**src/rtl/alu_seq_ctrl.sv**
```systemverilog
// alu_seq_ctrl: sequencer in front of an external combinational 4-bit ALU.
// It accepts a command, either loading the accumulator or executing an ALU op.
// It then spends one EXEC cycle letting the ALU settle and captures the result.
// The result is held in DONE until the consumer takes it.
// Optional feature macro: ALU_SEQ_CNT_EN adds op_count[7:0]. This is a
// saturating count of executed ALU operations.
module alu_seq_ctrl (
  input  logic       clk,
  input  logic       rst,
  input  logic       in_valid,
  output logic       in_ready,
  input  logic       in_load,
  input  logic [2:0] in_op,
  input  logic [3:0] in_b,
  output logic [3:0] alu_a,
  output logic [3:0] alu_b,
  output logic [2:0] alu_op,
  input  logic [3:0] alu_result,
  input  logic       alu_carry,
  output logic       out_valid,
  input  logic       out_ready,
  output logic [3:0] out_result,
  output logic       out_carry,
`ifdef ALU_SEQ_CNT_EN
  output logic [7:0] op_count,
`endif
  output logic       out_zero
);

  typedef enum logic [1:0] {
    IDLE = 2'd0,
    EXEC = 2'd1,
    DONE = 2'd2
  } state_t;

  state_t     state_reg;
  state_t     state_next;
  logic [3:0] acc_reg;
  logic       accept_load;
  logic       accept_exec;
  logic       capture;

  // ALU operand A is the accumulator itself
  assign alu_a = acc_reg;

  // State register; reset returns to IDLE immediately, aborting any command
  always_ff @(posedge clk or posedge rst) begin
    if (rst) begin
      state_reg <= IDLE;
    end else begin
      state_reg <= state_next;
    end
  end

  // Next-state logic and handshake / datapath enables
  always_comb begin
    state_next  = state_reg;
    in_ready    = 1'b0;
    out_valid   = 1'b0;
    accept_load = 1'b0;
    accept_exec = 1'b0;
    capture     = 1'b0;
    case (state_reg)
      IDLE: begin
        in_ready = 1'b1;
        if (in_valid) begin
          if (in_load) begin
            accept_load = 1'b1;
          end else begin
            accept_exec = 1'b1;
            state_next  = EXEC;
          end
        end
      end
      EXEC: begin
        capture    = 1'b1;
        state_next = DONE;
      end
      DONE: begin
        out_valid = 1'b1;
        if (out_ready) begin
          state_next = IDLE;
        end
      end
      default: begin
        state_next = IDLE;
      end
    endcase
  end

  // Accumulator: written by a load, or by the ALU result at the end of EXEC
  always_ff @(posedge clk or posedge rst) begin
    if (rst) begin
      acc_reg <= 4'd0;
    end else if (accept_load) begin
      acc_reg <= in_b;
    end else if (capture) begin
      acc_reg <= alu_result;
    end
  end

  // ALU operand B and opcode change only when an execute command is accepted
  always_ff @(posedge clk or posedge rst) begin
    if (rst) begin
      alu_b  <= 4'd0;
      alu_op <= 3'd0;
    end else if (accept_exec) begin
      alu_b  <= in_b;
      alu_op <= in_op;
    end
  end

  // Result capture at the closing edge of EXEC; held through DONE and IDLE
  always_ff @(posedge clk or posedge rst) begin
    if (rst) begin
      out_result <= 4'd0;
      out_carry  <= 1'b0;
      out_zero   <= 1'b0;
    end else if (capture) begin
      out_result <= alu_result;
      out_carry  <= alu_carry;
      out_zero   <= (alu_result == 4'd0);
    end
  end

`ifdef ALU_SEQ_CNT_EN
  logic [7:0] op_count_reg;

  assign op_count = op_count_reg;

  // Saturating count of EXEC-to-DONE transitions; loads never count
  always_ff @(posedge clk or posedge rst) begin
    if (rst) begin
      op_count_reg <= 8'd0;
    end else if (capture && (op_count_reg != 8'hFF)) begin
      op_count_reg <= op_count_reg + 8'd1;
    end
  end
`endif

endmodule

```
**config.mk**
```make
export PLATFORM = sky130hd
export DESIGN_NAME = alu_seq_ctrl
export DESIGN_NICKNAME = d
export VERILOG_FILES = /design/src/rtl/alu_seq_ctrl.sv
export SDC_FILE = /design/constraint.sdc
export NUM_CORES = 1
export LEC_CHECK = 0
export ABC_AREA = 1
export CORE_MARGIN = 2
export CORE_UTILIZATION = 25
export DETAILED_ROUTE_END_ITERATION = 10
export GPL_ROUTABILITY_DRIVEN = 0
export GPL_TIMING_DRIVEN = 0
export PLACE_DENSITY = 0.63
export SKIP_LAST_GASP = 1
export SLEW_MARGIN = 10
export SYNTH_ARGS = -nofsm -noshare
export SYNTH_HDL_FRONTEND = slang
export SYNTH_SLANG_ARGS = --single-unit
export TNS_END_PERCENT = 10
```
**constraint.sdc**
```tcl
create_clock -name clk -period 1.2 [get_ports clk]
set_clock_uncertainty 0.1 [all_clocks]
set_input_delay 0.24 -clock clk [delete_from_list [all_inputs] [get_ports clk]]
set_output_delay 0.24 -clock clk [all_outputs]
set_load 0.01 [all_outputs]
```
### Yosys cells after proc, flatten, opt, wreduce, memory -nomap -nowiden

Cells that the tools add are included.

| operators by class | value |
|---|---|
| bitwise operators | 0 |
| muxes and demuxes | 15 |
| equality and inequality tests | 5 |
| $lt $le $gt $ge | 0 |
| $add $sub $neg | 0 |
| reductions and logical operators | 4 |
| shifts and indexed selects | 0 |
| multipliers | 0 |
| div/mod/pow operators | 0 |

Operators with widths:

| cell | number |
|---|---|
| $mux W1 | 9 |
| $mux W4 | 2 |
| $mux W2 | 3 |
| $ne A2 B2 Y1 const B | 3 |
| $pmux W2 S3 | 1 |
| $logic_not A4 Y1 | 1 |
| $reduce_and A3 Y1 | 1 |
| $eq A2 B1 Y1 const B | 1 |
| $eq A2 B2 Y1 const B | 1 |
| $logic_not A2 Y1 | 1 |
| $reduce_bool A2 Y1 | 1 |

| word-level totals | value |
|---|---|
| bits in registers | 19 |
| memory bits (writable) | 0 |
| ROM bits | 0 |
| memories | 0 |
| bits in latches | 0 |

### Depth between registers and ports, before layout

| depth | value |
|---|---|
| word-level depth | 4 |
| depth in mapped cells | 7 |

### Worst setup path before layout

Ideal clock, no wire load.

| timing path | value |
|---|---|
| path type | register -> register |
| start | reg state_reg[0] |
| end | reg acc_reg[0], in the netlist alu_a[0] |
| data required time | 0.983 ns |
| clock period less this slack | 1.152 ns |
| arrival time | 0.936 ns |
| slack | 0.048 ns |
| stages on the path, launching flop included | 6 |
| library setup time | 0.117 ns |
| cells stage by stage | dfrtp_1 -> nor2_4 -> buf_4 -> nand3_1 -> nand2_1 -> nand2_1 |

| on the way | value |
|---|---|
| cells in the longest elaborated chain, start to end | 3 |
| elaborated cells on any way between the ends | 6 |

Ends and longest elaborated chain:

| item | RTL line | RTL |
|---|---|---|
| from (decl) | 36 | `state_t state_reg;` |
| from (signal assigned) | 51 | `state_reg <= state_next;` |
| $eq A2 B1 Y1 or $logic_not A2 Y1 (tied branches) | 63 | `case (state_reg)` |
| $mux W1 | 63 |  |
| $reduce_bool A2 Y1 (no line) or $mux W4 (tied branches) | n/a |  |
| to (signal assigned) | 96 | `acc_reg <= in_b;` |
| to (signal assigned) | 98 | `acc_reg <= alu_result;` |
| to (decl) | 38 | `logic [3:0] acc_reg;` |

Parallel ways exist; a longest one is shown, timed or not.
A chain may end at the register's enable or synchronous reset.

### Final worst setup path

| timing path | value |
|---|---|
| start | reg state_reg[1] |
| end | out in_ready |

| on the way | value |
|---|---|
| cells in the longest elaborated chain, start to end | 2 |

Ends and longest elaborated chain:

| item | RTL line | RTL |
|---|---|---|
| $logic_not A2 Y1 | 63 |  |
| $mux W1 | 63 |  |
| to (decl) | 11 | `output logic in_ready,` |

No other way between the ends.

==> flow_metrics.py <==
metrics = {
    "cts": {
        "cts_tree": "yes",
        "ctsLongestPathBuffers": 2,
        "cts_num_sinks": 19,
        "cts-root-buf": "clkbuf_4",
        "numCtsBuffers": 3,
        "clk_pin_slew_worst_paths_ns": 0.10,
        "h-tree-depth": 1,
        "clkLatencyLatePin_ns": 0.29,
    },
    "place": {
        "hpwl_mm": 1.52,
        "numPortBuffers": 34,
        "dp_cells": 182,
        "placed_cell_area_um2": 1250,
    },
    "worst_setup_path": {
        "crit_required_ns": 0.86,
        "cp_slowest_cell": "dfrtp_2",
        "critPathMaxStageDelay_ns": 0.43,
        "path_cells": "buf_6, nor2_4, buf_6, buf_6",
        "cp_common_cell": "buf_6",
        "critPathMaxFanout": 2,
        "critPathKind": "reg -> out",
        "critPathBufInv": 3,
        "path_delay_family": "flip-flops",
        "critPathCaptureType": "primary output",
        "r2r_slack_ns": -0.10,
        "critPathLaunchType": "register",
        "cp.arrival_ns": 1.13,
    },
    "logic_synthesis": {
        "syn_nets": 119,
        "synthMuxAreaShare_pct": 0,
        "avgSynthCellArea_um2": 8.37,
        "ys_warn_count": 0,
        "synthArstFlopShare_pct": 100,
        "synth_top_flop_cell": "dfrtp_1",
        "synth_compound_area_share_pct": 0.587,
        "synthXorXnorAreaFrac_pct": 0,
        "synth_cell_types": 13,
        "yosysTopAreaCellShare_pct": 55.7,
        "yosysMostFrequentCell": "nand2_1",
        "synth_area_leaders": "dfrtp_1 (56%), nand2_1 (18%), nand3_1 (8.2%), nand4_1 (5.1%), inv_1 (4.4%)",
        "netlist_instances": 102,
        "synth_top_family_by_area": "simple AND/OR/NAND/NOR gates",
        "synth_area_um2": 853,
        "synth_seq_area_share_pct": 55.7,
        "synth-adder-area-share_pct": 0,
        "ys_seq_elements": 19,
        "synth_top_cell_by_area": "dfrtp_1",
        "synthSimpleGateAreaFrac_pct": 35.6,
        "synth_edf_count": 0,
        "synth_commonest_cells": "nand2_1 (40), dfrtp_1 (19), nand3_1 (14)",
    },
    "layout": {
        "n_antenna_cell": 0,
        "fin_util_pct": 40.2,
        "instances_no_fill": 193,
        "design_area_um2": 1330,
        "drive_above_1_share_pct": 19.0,
        "syn2layout_area_growth_pct": 56.0,
        "nets": 165,
    },
    "timing": {
        "post-route-min-period_ns": 1.47,
        "min_period_over_period_pct": 122,
        "rsz0062_at_grt": "true",
        "fmaxAchievable_mhz": 681,
        "hold_violations": 0,
        "setup_slack_ns": -0.268,
        "slew_headroom_pct": 52.7,
        "slew_viol_final": 0,
        "setup_violations": 31,
        "worst-slew-pin-transition_ns": 0.708,
    },
    "detailed_routing": {
        "wl_per_cell_um": 10.8,
        "drt_iter0_drc": 14,
        "vias_per_cell": 4.21,
        "dr_total_vias": 812,
        "drc": 0,
        "routed_wl_mm": 2.09,
        "drtPass1Iterations": 4,
        "drtAntennaViolNets": 0,
    },
    "floorplan": {
        "die_width_um": 62.4,
        "dieArea_um2": 3900,
        "die_h_um": 62.4,
        "coreArea_um2": 3310,
        "initial_utilization_pct": 25.8,
        "core.rowCount": 21,
        "io_pins": 36,
    },
    "global_route": {
        "grt_overflow": 0,
        "antenna_found_initial": 0,
        "grt_usage_pct": 11.4,
        "grt_max_degree": 20,
        "grt_pass1_vias": 793,
        "grt_pass1_wl_mm": 3.53,
    },
    "power": {
        "ir_drop_mv": 0.378,
        "p_leak_nw": 0.719,
        "pwr_density_cell_nw_per_um2": 1450,
    },
    "run_status": {
        "status": "finished with violations",
        "violations": "setup timing",
    },
    "job": {
        "drv_cap": 0,
    },
    "hold_path": {
        "hp-class": "in -> reg",
    },
}
==> path summary, 6_finish.rpt <==
path	end	start	cells after the start
min in group asynchronous	alu_b[2]	rst	2
hold reg to reg	out_carry	out_carry	2
setup reg to reg	alu_a[0]	state_reg[1]	7
hold / removal	alu_op[2]	in_valid	3
max in group asynchronous	state_reg[1]	rst	2
setup / recovery	in_ready	state_reg[1]	4
==> placed cells by master, fill, tap and decap left out, types with 2 or more instances in the layout <==
master | netlist | layout
nand2_1 | 40 | 38
nand4_1 | 7 | 7
buf_6 | 1 | 4
dfrtp_1 | 19 | 17
inv_2 | 2 | 3
buf_2 | 1 | 3
clkbuf_4 | 0 | 3
nor2_1 | 3 | 2
clkdlybuf4s50_1 | 0 | 15
buf_4 | 1 | 6
dfrtp_2 | 0 | 2
nand2_2 | 1 | 3
dlygate4sd2_1 | 0 | 16
inv_1 | 10 | 9
nand3_1 | 14 | 13
nor2_4 | 2 | 2
==> per-stage QoR <==
| stage | setup TNS (ns) | total power, mW | hold slack [ns] | setup WS (ns) |
|---|---|---|---|---|
| 2_1_floorplan | 0 | 1.23 | 0.0911 | 0.0479 |
| 3_3_place_gp | -5.56 | 1.67 | 0.354 | -0.486 |
| 3_5_place_dp | -5.97 | 1.68 | 0.361 | -0.492 |
| 4_1_cts | -4.07 | 1.93 | 0.166 | -0.290 |
| 5_1_grt | -4.72 | 2.06 | 0.208 | -0.316 |
| 6_report | -2.67 | 1.93 | 0.194 | -0.268 |
==> logic make-up (layout without fill, tap and decap cells) <==
logic type | Yosys count | after routing
flip-flops | 19 | 19
AND/OR/NAND/NOR | 67 | 67
buffers and inverters | 15 | 60
AO/OA/AOI/OAI | 1 | 1
==> report_power, final <==
group	leakage, nW	internal (mW)	switching [mW]
combinational	0.471	0.365	0.358
sequential	0.233	0.804	0.0929
clock	0.0150	0.129	0.179
==> tightest hold or removal path: cells and delay by family <==
kind	cells	cell delay, ns
AND/OR/NAND/NOR	2	0.16
buffers and inverters	1	0.16
==> metal layers <==
metal / vias up / GRT usage [%] / part of all wire [%]
li1: 416 / - / -
met1: 365 / 12.9 / 42
met2: 29 / 20.6 / 50
met3: 2 / 2.88 / 6.7
met4: 0 / 4.17 / 0.81
met5: - / 0 / 0
==> final cells by class <==
type                            count  area, um^2
Fill cell                         367        1980
Sequential cell                    19         478
Timing Repair Buffer               41         368
Multi-Input combinational cell     68         329
Tap cell                           46        57.6
Inverter                           12        45.0
Buffer                              3        27.5
Clock buffer                        4        26.3
==> repair_timing <==
| action | 4_1_cts | 5_1_grt |
|---|---|---|
| gates resized for setup | 35 | 4 |
| hold buffers | 0 | 0 |
| pin swaps | 2 | 0 |
| buffers inserted | 6 | 2 |
| endpoints found under the setup margin | 31 | 37 |
(Power assumes the default switching activity.)
==> variant 1 (same flow settings) <==
Add a define of `ALU_SEQ_CNT_EN`.
--- a/src/rtl/alu_seq_ctrl.sv
+++ b/src/rtl/alu_seq_ctrl.sv
@@ -5,4 +5,6 @@
 // Optional feature macro: ALU_SEQ_CNT_EN adds op_count[7:0]. This is a
 // saturating count of executed ALU operations.
+`define ALU_SEQ_CNT_EN
+
 module alu_seq_ctrl (
   input  logic       clk,
Behaviour (old outputs only; new: op_count): unchanged (Yosys induction, for registers that start in step).
==> variant 1 against the original RTL <==
Critical endpoint unchanged. Wire length up 53%. Total power up 58%. Final area up 52%. Highest routed layer unchanged. Final cell count up 48%. Sequential cell count up 8. Setup slack better by 0.097 ns. The run still ends with negative setup slack left. Area after synthesis up 49%. Synthesized cell count up 51%. Fmax up 7.1%. Register-to-register slack worse by 0.06 ns. Count of clock-buffer cells in the layout down 1. Largest cell class unchanged. Utilization up 1.7 points. Critical path depth down 1. Sequential share of layout area down 2.2 points.
==> variant 1: results (changes against the original RTL) <==
status: "complete, but fails checks"
violations: "negative setup slack"
vias: 1178  # +45%
ys_types: 20  # +7
crit_path_start: "state_reg[0]"
ys_top_cells_by_count: "nand2_1, dfrtp_1, inv_1, o21ai_1, nor2_1"
grt_usage_pct: 12.3  # +0.91 points
final_cells: 285  # +48%
nFillCells: 510  # +39%
worst_path_max_delay_cell: "dfrtp_1"
worst_slack_ns: -0.171  # +0.0974 ns
crit_path_max_fanout: 3  # +1
reg2reg_slack_ns: -0.16  # -0.06 ns
cts_buffers: 3  # unchanged
synth_nets: 172  # +45%
hpwl_um: 2120  # +40%
synthFlopType: "dfrtp_1"
arrival_ns: 1.03  # -0.10 ns
setup_viol: 47  # +52%
htree_levels: 1  # unchanged
timing.hold.ws_ns: 0.264  # +0.0706 ns
critPathMaxStageDelay_ns: 0.41  # -0.02 ns
placed_area_sq_um: 1790  # +43%
r2r_start: "op_count[0]"
vdd_drop_max_mv: 0.555  # +47%
slew_headroom_pct: 60.9  # +8.1 points
nNetsFinal: 237  # +44%
cts_root_buffer: "clkbuf_8"
regToRegEndpoint: "op_count[5]"
yosysSeqAreaShare_pct: 53.3  # -2.4 points
tns_ns: -4.94  # -2.27 ns
p_leak_uw: 0.00104  # +45%
placed_cells: 264  # +45%
drive_gt1_share_pct: 27.1  # +8.0 points
grt_max_degree: 28  # +40%
grt_first_pass_wirelength_um: 5320  # +51%
port_buffers: 43  # +26%
ff2ff_path_depth: 9  # +2
routed_wl_um: 3200  # +53%
drt_iter0_drc: 70  # +56
synth_cells: 154  # +51%
place_ws_ns: -0.549  # -0.0571 ns
==> variant 1: cell types whose count changed in the layout (fill, tap and decap cells not counted), moves of 3 or more <==
| cell | before | now |
|---|---|---|
| dlygate4sd2_1 | 16 | 19 |
| o21ai_1 | 1 | 5 |
| dfrtp_1 | 17 | 23 |
| nand3_1 | 13 | 3 |
| buf_2 | 3 | 7 |
| clkbuf_4 | 3 | 0 |
| buf_4 | 6 | 12 |
| o21ai_0 | 0 | 3 |
| clkbuf_8 | 0 | 3 |
| nand4_1 | 7 | 0 |
| nand2_1 | 38 | 73 |
| o21ai_2 | 0 | 6 |
==> variant 1: where the power goes <==
group / internal (uW) / switching, uW
logic: 614 / 627
clock network: 236 / 310
registers: 1140 / 120
==> variant 1: what timing repair did <==
| item | in CTS | in global routing |
|---|---|---|
| pin swaps | 2 | 2 |
| setup buffers | 15 | 1 |
| endpoints found under the setup margin | 80 | 48 |
| gates resized for setup | 59 | 17 |
| gates cloned | 1 | 0 |
==> variant 1: final cells by class <==
class                      count  area (sq um)  area share, %
sequential                    27           681           33.7
multi-input combinational    111           601           29.7
timing repair buffer          59           519           25.7
tap                           67          83.8           4.15
inverter                      16          76.3           3.78
clock buffer                   3          41.3           2.04
buffer                         1          11.3          0.557
clock inverter                 1          7.51          0.372
==> variant 1: layer usage <==
layer  GRT usage, %  part of all wire [%]
met5              0                     0
met4           3.51                  0.56
met3           3.61                   6.0
met2           20.2                    48
met1           15.8                    45
==> variant 1: logic make-up after synthesis <==
| logic type | Yosys count | share of synthesized area (%) |
|---|---|---|
| buffers and inverters | 17 | 5.82 |
| AOI/OAI and AO/OA | 15 | 7.40 |
| xor gates and xnor gates | 3 | 2.07 |
| adders and majority gates | 1 | 0.987 |
| and+or+nand+nor | 91 | 30.4 |
| DFF | 27 | 53.3 |
==> variant 2 (same settings) <==
Made on the original files. The 3 states of `state_t` get a one-hot encoding in 3 bits.
--- a/src/rtl/alu_seq_ctrl.sv
+++ b/src/rtl/alu_seq_ctrl.sv
@@ -28,8 +28,8 @@
 );
 
-  typedef enum logic [1:0] {
-    IDLE = 2'd0,
-    EXEC = 2'd1,
-    DONE = 2'd2
+  typedef enum logic [2:0] {
+    IDLE = 3'b001,
+    EXEC = 3'b010,
+    DONE = 3'b100
   } state_t;
 
Check against the original RTL: no difference found for any inputs over 10 cycles, from zero or initial values and one cycle with rst high; not proved beyond that.
==> variant 2 against the original RTL <==
The run still ends with negative setup slack left. Setup slack improved by 0.032 ns. Area after synthesis rose by 14%. Sequential cell count rose by 1. First-iteration DRC count up 43%. Wire length grew 7.8%. Final area increased by 9.2%. Hold slack gained 0.13 ns. Critical path type unchanged. Highest routed layer unchanged.
Power is not compared: it rests on default switching activity, and its combinational part moved more than twofold at a synthesized area within 25%.
==> variant 2: results (changes against the original RTL) <==
status: "complete, but fails checks"
violations: "negative setup slack"
grt_max_degree: 21  # +5.0%
synthArstFlopShare_pct: 100  # unchanged
gr-usage-met2_pct: 16.1  # -4.4 points
nNetsFinal: 171  # +3.6%
crit_path_start: "state_reg[0]"
yosysWarningCount: 0  # unchanged
grt_first_pass_wirelength_um: 3550  # +0.79%
clock_latency_ns: 0.26  # -0.03 ns
antenna_found_initial: 0  # unchanged
vias: 848  # +4.4%
cts_root_buffer: "clkbuf_8"
reg2reg_slack_ns: -0.19  # -0.09 ns
ys_types: 18  # +5
p_leak_uw: 0.000756
htree_levels: 1  # unchanged
use_met1_pct: 14.7  # +1.7 points
regToRegEndpoint: "out_carry"
drt_pass1_iterations: 4  # unchanged
tns_ns: -4.19  # -1.52 ns
clk_pin_slew_worst_paths_ns: 0.07  # -0.03 ns
crit_end: "in_ready"
hold_path_class: "in -> async"
synthTopCellsByArea: "dfrtp_1, nand2_1, nand3_1, nand4_1, buf_6"
placed_area_sq_um: 1390  # +11%
cts_buffers: 3  # unchanged
critPathMaxStageDelay_ns: 0.54  # +0.11 ns
synth_nets: 126  # +5.9%
worst_path_max_delay_cell: "dfstp_2"
n_antenna_cell: 0  # unchanged
ff2ff_path_depth: 6  # -1
worst_slack_ns: -0.236  # +0.0318 ns
drt_iter0_drc: 20  # +6
critPathTopFamily: "flip-flops"
met3_usage_pct: 1.70  # -1.2 points
synthAdderAreaFrac_pct: 0  # unchanged
grt_usage_pct: 10.7  # -0.72 points
vdd_drop_max_mv: 0.734
yosysSeqAreaShare_pct: 51.5  # -4.2 points
synth-xor-area-share_pct: 0  # unchanged
wl_per_cell_um: 11.2  # +3.5%
synth_compound_area_share_pct: 1.54  # +0.96 points
worstMarginPinSlew_ns: 0.769  # +0.0604 ns
grt_pass1_vias: 824  # +3.9%
clock_path_buffers: 2  # unchanged
synthFlopType: "dfrtp_1"
synth_top_area_share_pct: 48.8  # -6.9 points
crit_path_max_fanout: 4  # +2
hpwl_um: 1700  # +11%
port_buffers: 35  # +2.9%
ys_top_cells_by_count: "nand2_1, dfrtp_1, nand3_1, nand4_1, inv_1"
hold_viol: 0  # unchanged
arrival_ns: 1.10  # -0.03 ns
drive_gt1_share_pct: 17.6  # -1.4 points
synthMuxAreaShare_pct: 0  # unchanged
setup_viol: 37  # +19%
## variant 2: cell count changes in the layout (fill, tap and decap cells not counted), sizes merged
cell           change
buf                -2
o21ai              +2
clkdlybuf4s50      +1
clkinv             +1
dfstp              +1
inv                -1
nand2              +1
nand3b             +1
nand4              +1
nor3               +1
## variant 2: cells by family (layout without fill, tap and decap cells)
kind of cell | Yosys count | count (layout)
compound gates | 3 | 3
flops | 20 | 20
simple gates | 71 | 71
buf+inv | 15 | 59
## variant 2: area by class of cell
type | instances | area (sq um)
multi-input cells | 74 | 393
well taps | 48 | 60.1
inverters | 12 | 60.1
fillers | 407 | 2260
clock buffers | 4 | 45.0
flip-flops and latches | 20 | 502
repair buffers | 40 | 357
plain buffers | 3 | 37.5
## variant 2: worst register-to-register path: stages, from the launching register on
cell and delay (ns):
dfstp_2 0.54, buf_8 0.10, buf_4 0.15, inv_4 0.06
nand3_4 0.10, buf_2 0.17, o21ai_1 0.06
## variant 2: repair_timing
item,CTS,global route
endpoints found under the hold margin,0,0
cloned,0,1
setup buffers,4,0
setup endpoints to repair,38,38
pin swaps,2,1
resized for setup,31,0
## variant 2: report_power, final
group,leakage [uW],switching [uW],internal [uW],total [uW]
logic,0.000488,797,706,1500
clock network,0.0000228,215,237,451
registers,0.000245,166,995,1160
## variant 2: worst min path at each step
stage	startpoint	to	slack [ns]	depth (start not counted)
3_3_place_gp	out_result[3]	out_result[3]	0.36	2
6_report	rst	alu_op[1]	0.33	2
3_5_place_dp	alu_b[0]	alu_b[0]	0.36	2
2_1_floorplan	rst	alu_a[0]	0.10	1
4_1_cts	rst	alu_op[0]	0.36	2
5_1_grt	out_result[0]	out_result[0]	0.39	2
## variant 2: metrics by stage
stage,std cells,worst slack (ns),utilization [%],total power [uW]
finish,201,-0.236,39.1,3120
global route,201,-0.270,39.1,3360
CTS,200,-0.252,39.0,3160
detailed placement,192,-0.556,37.5,2810
global placement,192,-0.538,37.5,2790
floorplan,109,-0.00410,-,2010
## variant 2: per-layer routing
metal / wire (um) / part of all wire [%]
met2: 984 / 44
met3: 142 / 6.3
met4: 38 / 1.7
met5: 0 / 0
met1: 1090 / 48
